[src/rtl/vec_mem_seq.sv]
// vec_mem_seq: issues an ELEMS-element vector load/store as a series of single-word memory requests.
// Define VEC_MEM_SEQ_ALIGN_CHECK_EN to abort misaligned transfers with err; otherwise base_addr[1:0] is ignored.
module vec_mem_seq #(
   parameter int ELEMS  = 4,
   parameter int ADDR_W = 32
) (
   input  logic                  clk,
   input  logic                  rst,
   input  logic                  start,
   input  logic                  is_store,
   input  logic [ADDR_W-1:0]     base_addr,
   input  logic [32*ELEMS-1:0]   wdata,
   output logic                  busy,
   output logic                  done,
   output logic                  mem_req,
   output logic                  mem_we,
   output logic [ADDR_W-1:0]     mem_addr,
   output logic [31:0]           mem_wdata,
   input  logic                  mem_ready,
   input  logic                  mem_rvalid,
   input  logic [31:0]           mem_rdata,
   output logic                  vreg_we,
   output logic [2:0]            vreg_idx,
   output logic [31:0]           vreg_wdata,
   output logic                  err
);

   typedef enum logic [1:0] {IDLE, REQ, WAIT, FIN} state_t;

   localparam logic [2:0] LAST = 3'(ELEMS - 1);

   state_t              state_reg, state_next;
   logic [2:0]          idx_reg, idx_next;
   logic                store_reg, store_next;
   logic [ADDR_W-1:0]   base_reg, base_next;
   logic [32*ELEMS-1:0] data_reg, data_next;
   logic [31:0]         elem [8];
   logic                misaligned;

   // Pad the element view to 8 entries so the 3-bit counter can index it directly.
   genvar gi;
   generate
      for (gi = 0; gi < 8; gi++) begin : g_elem
         if (gi < ELEMS) begin : g_live
            assign elem[gi] = data_reg[32*gi +: 32];
         end else begin : g_pad
            assign elem[gi] = 32'd0;
         end
      end
   endgenerate

`ifdef VEC_MEM_SEQ_ALIGN_CHECK_EN
   logic err_reg;

   assign misaligned = (base_addr[1:0] != 2'b00);

   always_ff @(posedge clk or posedge rst) begin
      if (rst) begin
         err_reg <= 1'b0;
      end else if (state_reg == IDLE && start) begin
         err_reg <= misaligned;
      end
   end

   assign err = (state_reg == FIN) && err_reg;
`else
   logic unused_base_lsbs;

   assign unused_base_lsbs = ^base_addr[1:0];
   assign misaligned       = 1'b0;
   assign err              = 1'b0;
`endif

   always_ff @(posedge clk or posedge rst) begin
      if (rst) begin
         state_reg <= IDLE;
         idx_reg   <= 3'd0;
         store_reg <= 1'b0;
         base_reg  <= '0;
         data_reg  <= '0;
      end else begin
         state_reg <= state_next;
         idx_reg   <= idx_next;
         store_reg <= store_next;
         base_reg  <= base_next;
         data_reg  <= data_next;
      end
   end

   always_comb begin
      state_next = state_reg;
      idx_next   = idx_reg;
      store_next = store_reg;
      base_next  = base_reg;
      data_next  = data_reg;
      case (state_reg)
         IDLE: begin
            if (start) begin
               store_next = is_store;
               base_next  = {base_addr[ADDR_W-1:2], 2'b00};
               data_next  = wdata;
               idx_next   = 3'd0;
               state_next = misaligned ? FIN : REQ;
            end
         end
         REQ: begin
            if (mem_ready) begin
               if (!store_reg) begin
                  state_next = WAIT;
               end else if (idx_reg == LAST) begin
                  state_next = FIN;
               end else begin
                  idx_next = idx_reg + 3'd1;
               end
            end
         end
         WAIT: begin
            if (mem_rvalid) begin
               if (idx_reg == LAST) begin
                  state_next = FIN;
               end else begin
                  idx_next   = idx_reg + 3'd1;
                  state_next = REQ;
               end
            end
         end
         FIN: begin
            state_next = IDLE;
         end
         default: begin
            state_next = IDLE;
         end
      endcase
   end

   // Outputs are decoded from registered state so an asynchronous reset clears them at once.
   assign busy       = (state_reg != IDLE);
   assign done       = (state_reg == FIN);
   assign mem_req    = (state_reg == REQ);
   assign mem_we     = mem_req && store_reg;
   assign mem_addr   = mem_req ? base_reg + {{(ADDR_W-5){1'b0}}, idx_reg, 2'b00} : '0;
   assign mem_wdata  = mem_req ? elem[idx_reg] : 32'd0;
   assign vreg_we    = (state_reg == WAIT) && mem_rvalid;
   assign vreg_idx   = vreg_we ? idx_reg : 3'd0;
   assign vreg_wdata = vreg_we ? mem_rdata : 32'd0;

endmodule

[config.mk]
export PLATFORM = sky130hd
export DESIGN_NAME = vec_mem_seq
export DESIGN_NICKNAME = d
export VERILOG_FILES = /design/src/rtl/vec_mem_seq.sv
export SDC_FILE = /design/constraint.sdc
export NUM_CORES = 1
export LEC_CHECK = 0
export CAP_MARGIN = 5
export CORE_ASPECT_RATIO = 0.5
export CORE_UTILIZATION = 45
export DETAILED_ROUTE_END_ITERATION = 8
export PLACE_DENSITY = 0.81
export SLEW_MARGIN = 20
export SYNTH_ARGS = -nofsm -noshare
export SYNTH_HDL_FRONTEND = slang
export SYNTH_SLANG_ARGS = --single-unit
[constraint.sdc]
create_clock -name clk -period 6 [get_ports clk]
set_input_delay 1.2 -clock clk [delete_from_list [all_inputs] [get_ports clk]]
set_output_delay 1.2 -clock clk [all_outputs]
set_load 0.005 [all_outputs]
==> results of run 1 <==
synth_stat cells (all sizes together) (11+ instances only):
library cell  count
nand2            16
mux4             32
buf              18
mux2            160
nor2             14
dfrtp           164
o31ai            11
a21oi            15
or4              11
and3             71
clkbuf           33
worst max path at each step:
stage          cells after the start                     from                  endpoint  slack (ns)
2_1_floorplan                      1                      rst  base_reg[10]$_DFFE_PP0P_        0.37
3_3_place_gp                       8   idx_reg[0]$_DFFE_PP0P_              mem_addr[18]        1.72
3_5_place_dp                       8   idx_reg[0]$_DFFE_PP0P_              mem_addr[28]        1.71
4_1_cts                            8   idx_reg[0]$_DFFE_PP0P_              mem_addr[28]        1.25
5_1_grt                            8  base_reg[2]$_DFFE_PP0P_              mem_addr[28]        0.98
6_report                           8   idx_reg[0]$_DFFE_PP0P_              mem_addr[28]        1.20
where the power goes:
part	switching, W	total [W]	internal, W	leakage, nW
combinational	0.000954	0.00252	0.00157	2.80
sequential	0.000341	0.00202	0.00168	1.94
clock	0.000449	0.00112	0.000667	0.283
total	0.00174	0.00565	0.00391	5.02
per-stage QoR:
stage / util [%] / setup slack (ns) / cell area [um^2] / total power, W
finish: 68.1 / 1.20 / 12100 / 0.00565
global route: 68.1 / 0.982 / 12100 / 0.00601
CTS: 68.1 / 1.25 / 12100 / 0.00570
detailed placement: 64.7 / 1.71 / 11500 / 0.00457
global placement: 64.7 / 1.72 / 11500 / 0.00445
floorplan: - / 0.367 / 8360 / 0.00357
routing by layer:
metal | part of all wire (%) | routed length [um]
met1 | 44 | 9650
met2 | 52 | 11400
met3 | 3.5 | 764
met4 | 1.0 | 220
met5 | 0 | 0
critical path, cell delays in order, from the launching register on:
cell	delay, ns
dfrtp_2	0.36
ha_1	0.15
inv_1	0.05
fa_1	0.37
nor2b_1	0.76
o21ai_0	0.27
or4_1	0.45
a21oi_1	0.20
clkdlybuf4s50_1	0.57
cell families (layout without fill, tap and decap cells):
family | after synthesis | count (layout) | synth area share, %
other | 1 | 3 | 0.0449
AND/OR/NAND/NOR | 140 | 140 | 9.99
flip-flops | 164 | 164 | 49.1
adder cells (fa/ha/maj) | 11 | 11 | 1.74
buffers and inverters | 62 | 345 | 3.12
multiplexers | 197 | 197 | 30.8
XOR/XNOR | 10 | 10 | 1.05
AO/OA/AOI/OAI | 52 | 52 | 4.11
layout make-up:
cell class,instances,area (um^2),share of cell area (%)
clock buffers,20,447,3.70
multi-input cells,413,4010,33.2
repair buffers,303,3030,25.1
flip-flops and latches,164,4110,34.0
well taps,234,293,2.42
clock inverters,11,153,1.26
inverters,11,46.3,0.383
==> impl_metrics.json, run 1 <==
{
  "period_share_pct": 79.9,
  "whs_ns": 0.500,
  "grt_use_met3_pct": 3.87,
  "hold_viol": 0,
  "hold_depth": 1,
  "fin_skew_ns": 0.00938,
  "cts_tree": "yes",
  "layout-drive-gt1-share_pct": 25.6,
  "area_growth_pct": 44.7,
  "grt_usage_pct": 23.7,
  "yosysUniqueCellTypes": 41,
  "grt_antenna_before_repair": 0,
  "ff2ff_setup_slack_ns": 3.37,
  "coreArea_um2": 17700,
  "syn_inst": 637,
  "cp-end-kind": "primary output",
  "antenna_left": 0,
  "n_antenna_cell": 0,
  "cp-start-kind": "register",
  "grt_max_degree": 90,
  "layoutNonFillerInstCount": 1156,
  "whs_endpoint": "data_reg[102]$_DFFE_PP0P_",
  "synthFlopType": "dfrtp_1",
  "drt-pass1-iter-count": 5,
  "nFillCells": 1273,
  "min-delay-start": "data_reg[102]$_DFFE_PP0P_",
  "ir_worst_vdd_v": 0.000245,
  "reg2reg_to": "idx_reg[0]$_DFFE_PP0P_",
  "final_max_slew_viol_count": 0,
  "drv_cap": 0,
  "io_buffers": 297,
  "synth_sequential_area_ratio_pct": 49.1,
  "worstPathRequired_ns": 4.80,
  "grt_overflow_total": 0,
  "path_max_fanout": 13,
  "synth_top_area_share_pct": 49.1,
  "post_cts_resized": 0,
  "max_slew_margin_pct": 34.9,
  "post-cts-setup-buffers": 0,
  "die_w_um": 195,
  "die_h_um": 98.3,
  "timing.fmax_mhz": 209,
  "via_count": 6281,
  "finalSetupTns_ns": 0,
  "yosys.area.top_type": "dfrtp_1",
  "timing.final.crit_period_ns": 4.80,
  "fp.dieArea_um2": 19100,
  "drc": 0,
  "rows": 34,
  "ys_async_sr_fraction_pct": 100,
  "ys_seq_elements": 164,
  "final_common_cell": "clkdlybuf4s50_1",
  "hp-class": "register to register",
  "cts_root_buf": "clkbuf_16",
  "clock_path_buffers": 2,
  "cts_sinks": 164,
  "setup_viol_count_final": 0,
  "timing.rr.start": "state_reg[1]$_DFFE_PP0P_",
  "drt_iter0_drc": 337,
  "largest_reg_flops": 128,
  "place_inst": 1125,
  "wire_per_inst_um": 19.1,
  "start_util_pct": 47.1,
  "syn_area_um2": 8350,
  "arrival_ns": 3.60,
  "htree_levels": 4,
  "met2_usage_pct": 40.8,
  "tightest_slew_ns": 0.975,
  "powerDensity_nw_per_um2": 468,
  "synth_edf_count": 0,
  "mostFrequentLayoutCells": "clkdlybuf4s50_1 (297), dfrtp_1 (162), mux2_2 (160)",
  "dpl.hpwl_um": 15300,
  "power_leakage_nw": 5.02,
  "clock_latency_ns": 0.42,
  "yosysWarnings": 0,
  "reg2reg_depth": 6,
  "io_pins": 303,
  "rsz0062_at_grt": "no",
  "path_clk_slew_ns": 0.06,
  "path_class": "register to primary output",
  "grt_pass1_vias": 6534,
  "synth_area_leaders": "dfrtp_1 (49%), mux2_2 (22%), mux4_2 (8.6%)",
  "grt_busiest_layer": "met2",
  "status": "completed",
  "grt_pass1_wl_um": 35400,
  "routed_via_density": 5.43,
  "cts_buffers": 17,
  "avgSynthCellArea_um2": 13.1,
  "nets": 1119,
  "holdBufCountCts": 0,
  "place.gp.congestion": 0.848,
  "met1_usage_pct": 31.3,
  "wl_um": 22000
}
Power figures use the tool's default switching activity.
==> run 2: changes to the inputs <==
--- a/config.mk
+++ b/config.mk
@@ -7,9 +7,9 @@
 export LEC_CHECK = 0
 export CAP_MARGIN = 5
 export CORE_ASPECT_RATIO = 0.5
-export CORE_UTILIZATION = 45
+export CORE_UTILIZATION = 41
 export DETAILED_ROUTE_END_ITERATION = 8
-export PLACE_DENSITY = 0.81
+export PLACE_DENSITY = 0.77
 export SLEW_MARGIN = 20
 export SYNTH_ARGS = -nofsm -noshare
 export SYNTH_HDL_FRONTEND = slang
==> constraint.sdc (replaced) <==
create_clock -name clk -period 4 [get_ports clk]
set_input_delay 0.8 -clock clk [delete_from_list [all_inputs] [get_ports clk]]
set_output_delay 0.8 -clock clk [all_outputs]
set_load 0.005 [all_outputs]
==> run 2 against run 1 <==
Compared with the run above:
- core utilization down 6.1 points
- largest cell class unchanged
- sequential power up 50%
- power up 51%
- global-route usage down 1.5 points
- via count up 0.86%
- cell count up 3.5%
- clock skew down 0.0018 ns
- non-clock buffer count up 8
- first-iteration DRC count down 5.3%
- critical path depth up 1
- worst hold slack better by 0.0023 ns
- critical path type unchanged
==> impl_metrics.json, run 2 (synthesis gave the netlist of run 1 again) <==
{
  "reg2reg_to": "idx_reg[0]$_DFFE_PP0P_",
  "cp_slowest_cell": "clkdlybuf4s50_1",
  "arrival_ns": 2.98,
  "reg2reg_depth": 7,
  "die_w_um": 204,
  "cts_buffers": 17,
  "htree_levels": 4,
  "timing.final.crit_period_ns": 3.78,
  "drt_iter0_drc": 319,
  "nFillCells": 1548,
  "clock_latency_ns": 0.43,
  "place.gp.congestion": 0.846,
  "nets": 1127,
  "tightest_slew_ns": 0.987,
  "wire_per_inst_um": 19.3,
  "dpl_cell_area_um2": 11600,
  "rsz0062_at_grt": "no",
  "cp-end-kind": "primary output",
  "cts_sinks": 164,
  "worstPathRequired_ns": 3.20,
  "grt_pass1_wl_um": 35300,
  "rows": 36,
  "timing.rr.start": "state_reg[1]$_DFFE_PP0P_",
  "drt-pass1-iter-count": 6,
  "dpl.hpwl_um": 16200,
  "slowest_delay_ns": 0.54,
  "largest_reg_flops": 128,
  "grt_usage_pct": 22.2,
  "grt_pass1_vias": 6341,
  "routed_via_density": 5.29,
  "wl_um": 23100,
  "finalSetupTns_ns": 0,
  "layout-drive-gt1-share_pct": 26.0,
  "area_growth_pct": 46.2,
  "min-delay-start": "data_reg[127]$_DFFE_PP0P_",
  "timing.fmax_mhz": 264,
  "final_max_slew_viol_count": 0,
  "whs_endpoint": "data_reg[127]$_DFFE_PP0P_",
  "coreArea_um2": 19700,
  "powerDensity_nw_per_um2": 701,
  "die_h_um": 103,
  "io_buffers": 297,
  "power_leakage_nw": 5.07,
  "place_ws_ns": 0.364,
  "mostFrequentLayoutCells": "clkdlybuf4s50_1 (297), dfrtp_1 (162), mux2_2 (160)",
  "grt_overflow_total": 0,
  "whs_ns": 0.502,
  "fp.dieArea_um2": 21000,
  "drc": 0,
  "path_cells": "ha_1, inv_1, fa_1, nor2b_4, buf_4, o21ai_0, or3_1, a21oi_1, clkdlybuf4s50_1",
  "cp-start-kind": "register",
  "ir_worst_vdd_v": 0.000305,
  "holdBufCountCts": 0,
  "hold_depth": 1,
  "period_share_pct": 94.6,
  "fin_ws_ns": 0.218,
  "path_max_fanout": 7,
  "hold_viol": 0,
  "final_common_cell": "clkdlybuf4s50_1",
  "antenna_left": 0,
  "fin_skew_ns": 0.00758,
  "setup_viol_count_final": 0,
  "hp-class": "register to register",
  "io_pins": 303,
  "drv_cap": 0,
  "ff2ff_setup_slack_ns": 1.41,
  "cts_root_buf": "clkbuf_16",
  "grt_max_degree": 70,
  "start_util_pct": 42.4,
  "path_class": "register to primary output",
  "fin_area_um2": 12200,
  "cts_tree": "yes",
  "via_count": 6335,
  "grt_antenna_before_repair": 1,
  "path_clk_slew_ns": 0.06,
  "clock_path_buffers": 2,
  "status": "completed",
  "max_slew_margin_pct": 34.2
}
## run 2: worst max-delay path by stage
stage | start | to | slack [ns] | cells past startpoint
floorplan | idx_reg[1]$_DFFE_PP0P_ | mem_addr[28] | 0.56 | 9
global placement | idx_reg[1]$_DFFE_PP0P_ | mem_addr[18] | 0.39 | 7
detailed placement | idx_reg[1]$_DFFE_PP0P_ | mem_addr[20] | 0.36 | 8
CTS | idx_reg[1]$_DFFE_PP0P_ | mem_addr[18] | 0.03 | 7
global route | base_reg[2]$_DFFE_PP0P_ | mem_addr[18] | 0.06 | 8
finish | idx_reg[0]$_DFFE_PP0P_ | mem_addr[20] | 0.22 | 9
## run 2: power by group
part / switching, W / leakage (nW) / internal, W / total (W)
Combinational: 0.00146 / 2.86 / 0.00241 / 0.00386
Clock: 0.000655 / 0.277 / 0.000997 / 0.00165
Sequential: 0.000525 / 1.94 / 0.00252 / 0.00304
## run 2: timing repair
| action | CTS | global route |
|---|---|---|
| setup endpoints to repair | 6 | 7 |
| pin swaps | 0 | 0 |
| resized for setup | 1 | 2 |
| setup buffers | 0 | 2 |
## run 2: layout make-up
cell class,count,area (um^2),share of cell area [%]
Timing Repair Buffer,311,3130,25.6
Antenna cell,1,2.50,0.0205
Clock inverter,8,128,1.05
Inverter,11,45.0,0.369
Sequential cell,164,4110,33.6
Clock buffer,23,458,3.75
Tap cell,266,333,2.73
Multi-Input combinational cell,413,4010,32.8
## run 2: layer usage
metal	global-route usage (%)	wire length [um]	vias up	part of all wire (%)
met5	0	0	-	0
met4	9.37	680	0	2.9
met3	4.36	853	38	3.7
met2	36.4	11500	151	50
met1	29.2	10100	3216	44
li1	-	-	2930	-
## run 2: worst max-delay path: cells and delay by family, from the launching register on
family | cells | cell delay, ns
buffers and inverters | 3 | 0.79
adder cells (fa/ha/maj) | 2 | 0.58
AND/OR/NAND/NOR | 2 | 0.54
flip-flops | 1 | 0.35
AO/OA/AOI/OAI | 2 | 0.30
## run 2: stage by stage
step,std cells,power (W),util (%)
6_report,1197,0.00856,62.0
2_1_floorplan,639,0.00535,-
5_1_grt,1197,0.00912,62.0
3_3_place_gp,1163,0.00677,58.9
4_1_cts,1194,0.00863,61.9
3_5_place_dp,1163,0.00692,58.9
==> variant 1 (settings of run 1) <==
Set the parameter `ELEMS` to 3 (it was 4).
--- a/src/rtl/vec_mem_seq.sv
+++ b/src/rtl/vec_mem_seq.sv
@@ -1,7 +1,7 @@
 // vec_mem_seq: issues an ELEMS-element vector load/store as a series of single-word memory requests.
 // Define VEC_MEM_SEQ_ALIGN_CHECK_EN to abort misaligned transfers with err; otherwise base_addr[1:0] is ignored.
 module vec_mem_seq #(
-   parameter int ELEMS  = 4,
+   parameter int ELEMS  = 3,
    parameter int ADDR_W = 32
 ) (
    input  logic                  clk,
Ports: changed (resized wdata); port bits go from 303 to 271. The function was not compared with the original's and may differ.
==> variant 1 against run 1 <==
  * Sequential power shrank 18%
  * Critical endpoint is now mem_addr[20]
  * Global-route usage up 1.2 points
  * Utilization grew 1.9 points
  * Routed wire length shrank 13%
  * Setup slack better by 0.044 ns
  * Cell count shrank 5.0%
  * Cell area fell by 14%
  * Synthesized area shrank 16%
  * Power decreased by 11%
  * Hold slack better by 0.0045 ns
  * Sequential cell count is 32 lower
==> variant 1: results (changes against run 1) <==
The peak per-stage delay on the critical path is 0.53 ns (-0.23 ns). The non-clock buffer contribution to total cell area is 0.261 (+0.0101). The combined flip-flop and latch cell area is 3300 um^2 (-20%). The proportion of power drawn by flip-flops and latches is 0.330 (-0.027). The inverter count came out at 13 (+2).

The maximum net fanout on the critical path is 37 (+24). The synthesized instance count came out at 638 (+0.16%). The critical path data arrival time came out at 3.55 ns (-0.05 ns). The worst setup timing slack at the placement stage was 1.72 ns (+0.0127 ns). The largest individual stage delay along the critical path comes from the cell sky130_fd_sc_hd__clkdlybuf4s50_1. The detailed-placement wirelength estimate came out at 13400 um (-12%). The total of plain and repair buffers excluding clock buffers came to 273 (-9.9%).

The reported sequential group power was 1.66 mW (-18%). After synthesis, the most frequently instantiated cells are 132 x sky130_fd_sc_hd__dfrtp_1, 127 x sky130_fd_sc_hd__mux2_2, 75 x sky130_fd_sc_hd__nor2_1, 52 x sky130_fd_sc_hd__a21oi_1, 38 x sky130_fd_sc_hd__and3_1. The area of placed instances came out at 9780 um^2 (-15%). The average routed wire per standard cell is 17.5 um (-8.2%).

On the critical path the largest part of the delay comes from buffers and inverters. The via count of the first global-routing pass came out at 5925 (-9.3%). The met1 wire length is 8380 um (-13%). The routed length on met3 came out at 752 um (-1.6%). The multi-input logic area is 3460 um^2 (-14%). The post-synthesis average cell area was 11.0 um^2 (-16%). The number of flip-flops under the largest register name is 96 (-25%). The fraction of layout cells with a size suffix above 1 came out at 0.200 (-0.0560). The flow ran to the end, and the final reports show no timing, DRC or antenna violations. The distinct cell type count of the synthesized netlist is 50 (+22%).

The global routing usage on met2 was 0.410 (+0.00183). The count of input and output buffers is 265 (-11%).
[variant 1: final timing paths]
| kind | from | slack (ns) | end | cells past startpoint |
|---|---|---|---|---|
| worst min-delay path | data_reg[11] | 0.50 | data_reg[11] | 1 |
| worst min register to register | data_reg[11] | 0.50 | data_reg[11] | 1 |
| worst max register to register | state_reg[0] | 3.50 | data_reg[49] | 5 |
| worst max-delay path | idx_reg[1] | 1.25 | mem_addr[20] | 8 |
| min in group asynchronous | rst | 1.23 | data_reg[64] | 2 |
| max in group asynchronous | rst | 3.64 | idx_reg[0] | 3 |
[variant 1: cell families after synthesis]
family                     after synthesis  synth area share
muxes                                  160             0.251
buffers and inverters                   58            0.0385
and+or+nand+nor                        180             0.134
DFF                                    132             0.471
xor gates and xnor gates                 8           0.00998
other                                    1          0.000534
adders and majority gates               11            0.0207
AOI/OAI and AO/OA                       88            0.0745
==> variant 2 (settings of run 1) <==
Without the edit above. The 4 states of `state_t` get a Gray code encoding in 2 bits.
--- a/src/rtl/vec_mem_seq.sv
+++ b/src/rtl/vec_mem_seq.sv
@@ -25,7 +25,7 @@
    output logic                  err
 );
 
-   typedef enum logic [1:0] {IDLE, REQ, WAIT, FIN} state_t;
+   typedef enum logic [1:0] {IDLE = 2'b00, REQ = 2'b01, WAIT = 2'b11, FIN = 2'b10} state_t;
 
    localparam logic [2:0] LAST = 3'(ELEMS - 1);
 
Check against the original RTL: no difference found for any inputs over 4 cycles, from zero or initial values and one cycle with rst high; so few cycles prove little.
==> variant 2 against run 1 <==
  * First-iteration DRC count fell by 20%
  * Power rose by 4.8%
  * Synthesized cell count fell by 0.63%
  * Synthesized area fell by 0.31%
  * Largest cell class unchanged
  * Routed wire length rose by 2.1%
  * Global-route usage rose by 0.51 points
  * Setup slack got worse by 0.33 ns
  * Critical path type unchanged
  * Sequential cell count did not move
  * Cell area fell by 0.36%
==> variant 2: results (changes against run 1) <==
The flow ran to the end, and the final reports show no timing, DRC or antenna violations. The via count of the first global-routing pass is 6565 (+0.47%). The first-pass iteration count of the detailed router is 4 (-1).

The post-CTS setup-driven buffer insertion count came out at 0 (unchanged). The startpoint identified for the worst register-to-register timing path is state_reg[0]. The count of filler cells inserted in the layout came to 1317 (+3.5%). The violation count after the first detailed-route iteration is 271 (-20%).

The average routed wire per standard cell is 19.4 um (+1.8%). The worst relative slew slack is 0.255 (-0.0936). The internal power is 3.99 mW (+2.0%).

The cell count of the worst reg-to-reg path is 4 (-2). The all-layer global routing usage is 0.242 (+0.00508). The fraction of layout cells with a size suffix above 1 is 0.264 (+0.00782). The antenna violation net count after detailed routing is 0 (unchanged). The critical path data arrival time came out at 3.93 ns (+0.33 ns).

The area of placed instances is 11500 um^2 (-0.13%). The detailed-placement wirelength estimate is 15900 um (+4.5%). Yosys attributes the largest share of cell area to sky130_fd_sc_hd__dfrtp_1 49%, sky130_fd_sc_hd__mux2_2 22%, sky130_fd_sc_hd__mux4_2 8.7%. The fraction of registers with async set or reset after synthesis came out at 1.00 (unchanged).

The highest ir drop seen on vdd came out at 0.000245 V (+0.16%). The power per standard cell area came out at 492 nW/um^2 (+5.1%). The weighted congestion reported at the end of routability-driven placement came out at 0.856 (+0.93%). The number of placed instances, taps included came to 1127 (+0.18%). The end of the worst register-to-register path is data_reg[14]. The post-layout instance count excluding filler cells came out at 1159 (+0.26%). The worst hold path terminates at data_reg[115]. The synthesized instance count was 633 (-0.63%). The pin count of the biggest net entering global routing is 87 (-3.3%).

The worst reg-to-reg setup slack is 3.24 ns (-0.13 ns). The global-route wire length before repair is 35800 um (+1.1%). The distinct cell type count of the synthesized netlist came out at 52 (+27%). In this run the most critical hold path is launched from data_reg[115].

The maximum net fanout on the critical path is 36 (+23).
-- variant 2: stage by stage --
step | setup slack, ns | hold slack [ns] | power, mW
floorplan | 0.367 | 0.475 | 3.65
global placement | 1.39 | 0.484 | 4.75
detailed placement | 1.34 | 0.491 | 4.86
CTS | 0.864 | 0.505 | 5.98
global route | 0.575 | 0.519 | 6.30
finish | 0.869 | 0.504 | 5.92
-- variant 2: routing by layer --
metal | share of wire | track usage | vias to the layer above | wire length [um]
li1 | - | - | 2893 | -
met1 | 0.43 | 0.312 | 3201 | 9720
met2 | 0.50 | 0.403 | 180 | 11300
met3 | 0.041 | 0.0466 | 38 | 924
met4 | 0.026 | 0.0983 | 0 | 587
met5 | 0 | 0 | - | 0
-- variant 2: layout make-up --
| class | count | area, um^2 | area share |
|---|---|---|---|
| clock buffers | 19 | 443 | 0.0368 |
| clock inverters | 13 | 136 | 0.0113 |
| inverters | 8 | 35.0 | 0.00291 |
| multi-input cells | 416 | 3980 | 0.331 |
| flip-flops and latches | 164 | 4110 | 0.341 |
| well taps | 234 | 293 | 0.0243 |
| repair buffers | 305 | 3050 | 0.253 |
-- variant 2: worst max-delay path: stages, from the launching register on --
cell                              delay (ns)
sky130_fd_sc_hd__dfrtp_2                0.34
sky130_fd_sc_hd__buf_4                  0.45
sky130_fd_sc_hd__inv_1                  0.17
sky130_fd_sc_hd__fa_1                   0.47
sky130_fd_sc_hd__nor2b_1                0.42
sky130_fd_sc_hd__o21ai_1                0.32
sky130_fd_sc_hd__or4_1                  0.56
sky130_fd_sc_hd__a21oi_1                0.22
sky130_fd_sc_hd__clkdlybuf4s50_1        0.56
-- variant 2: how the worst max path moves through the flow --
stage | start | end | slack, ns
after floorplan | rst | base_reg[10] | 0.37
after global placement | idx_reg[1] | mem_addr[30] | 1.39
after detailed placement | idx_reg[1] | mem_addr[28] | 1.34
after CTS | idx_reg[1] | mem_addr[28] | 0.86
after global routing | idx_reg[1] | mem_addr[30] | 0.58
final | idx_reg[1] | mem_addr[30] | 0.87
-- variant 2: power by group through the flow --
stage               Combinational (mW)  Sequential, mW  Clock, mW
floorplan                         1.75            1.90          0
global placement                  2.76            1.99          0
detailed placement                2.83            2.04          0
CTS                               2.85            2.02       1.11
global route                      3.05            2.10       1.15
finish                            2.82            2.02       1.09
-- variant 2: cell families (layout without fill, tap and decap cells) --
group                    count (synthesis)  count (layout)  share of synthesized area
flip-flops                             164             164                      0.493
other                                    1               3                   0.000450
multiplexers                           194             194                      0.305
XOR/XNOR                                 8               8                    0.00842
AO/OA/AOI/OAI                           55              55                     0.0443
adder cells (fa/ha/maj)                  6               6                    0.00992
AND/OR/NAND/NOR                        150             150                      0.109
buffers and inverters                   55             345                     0.0301
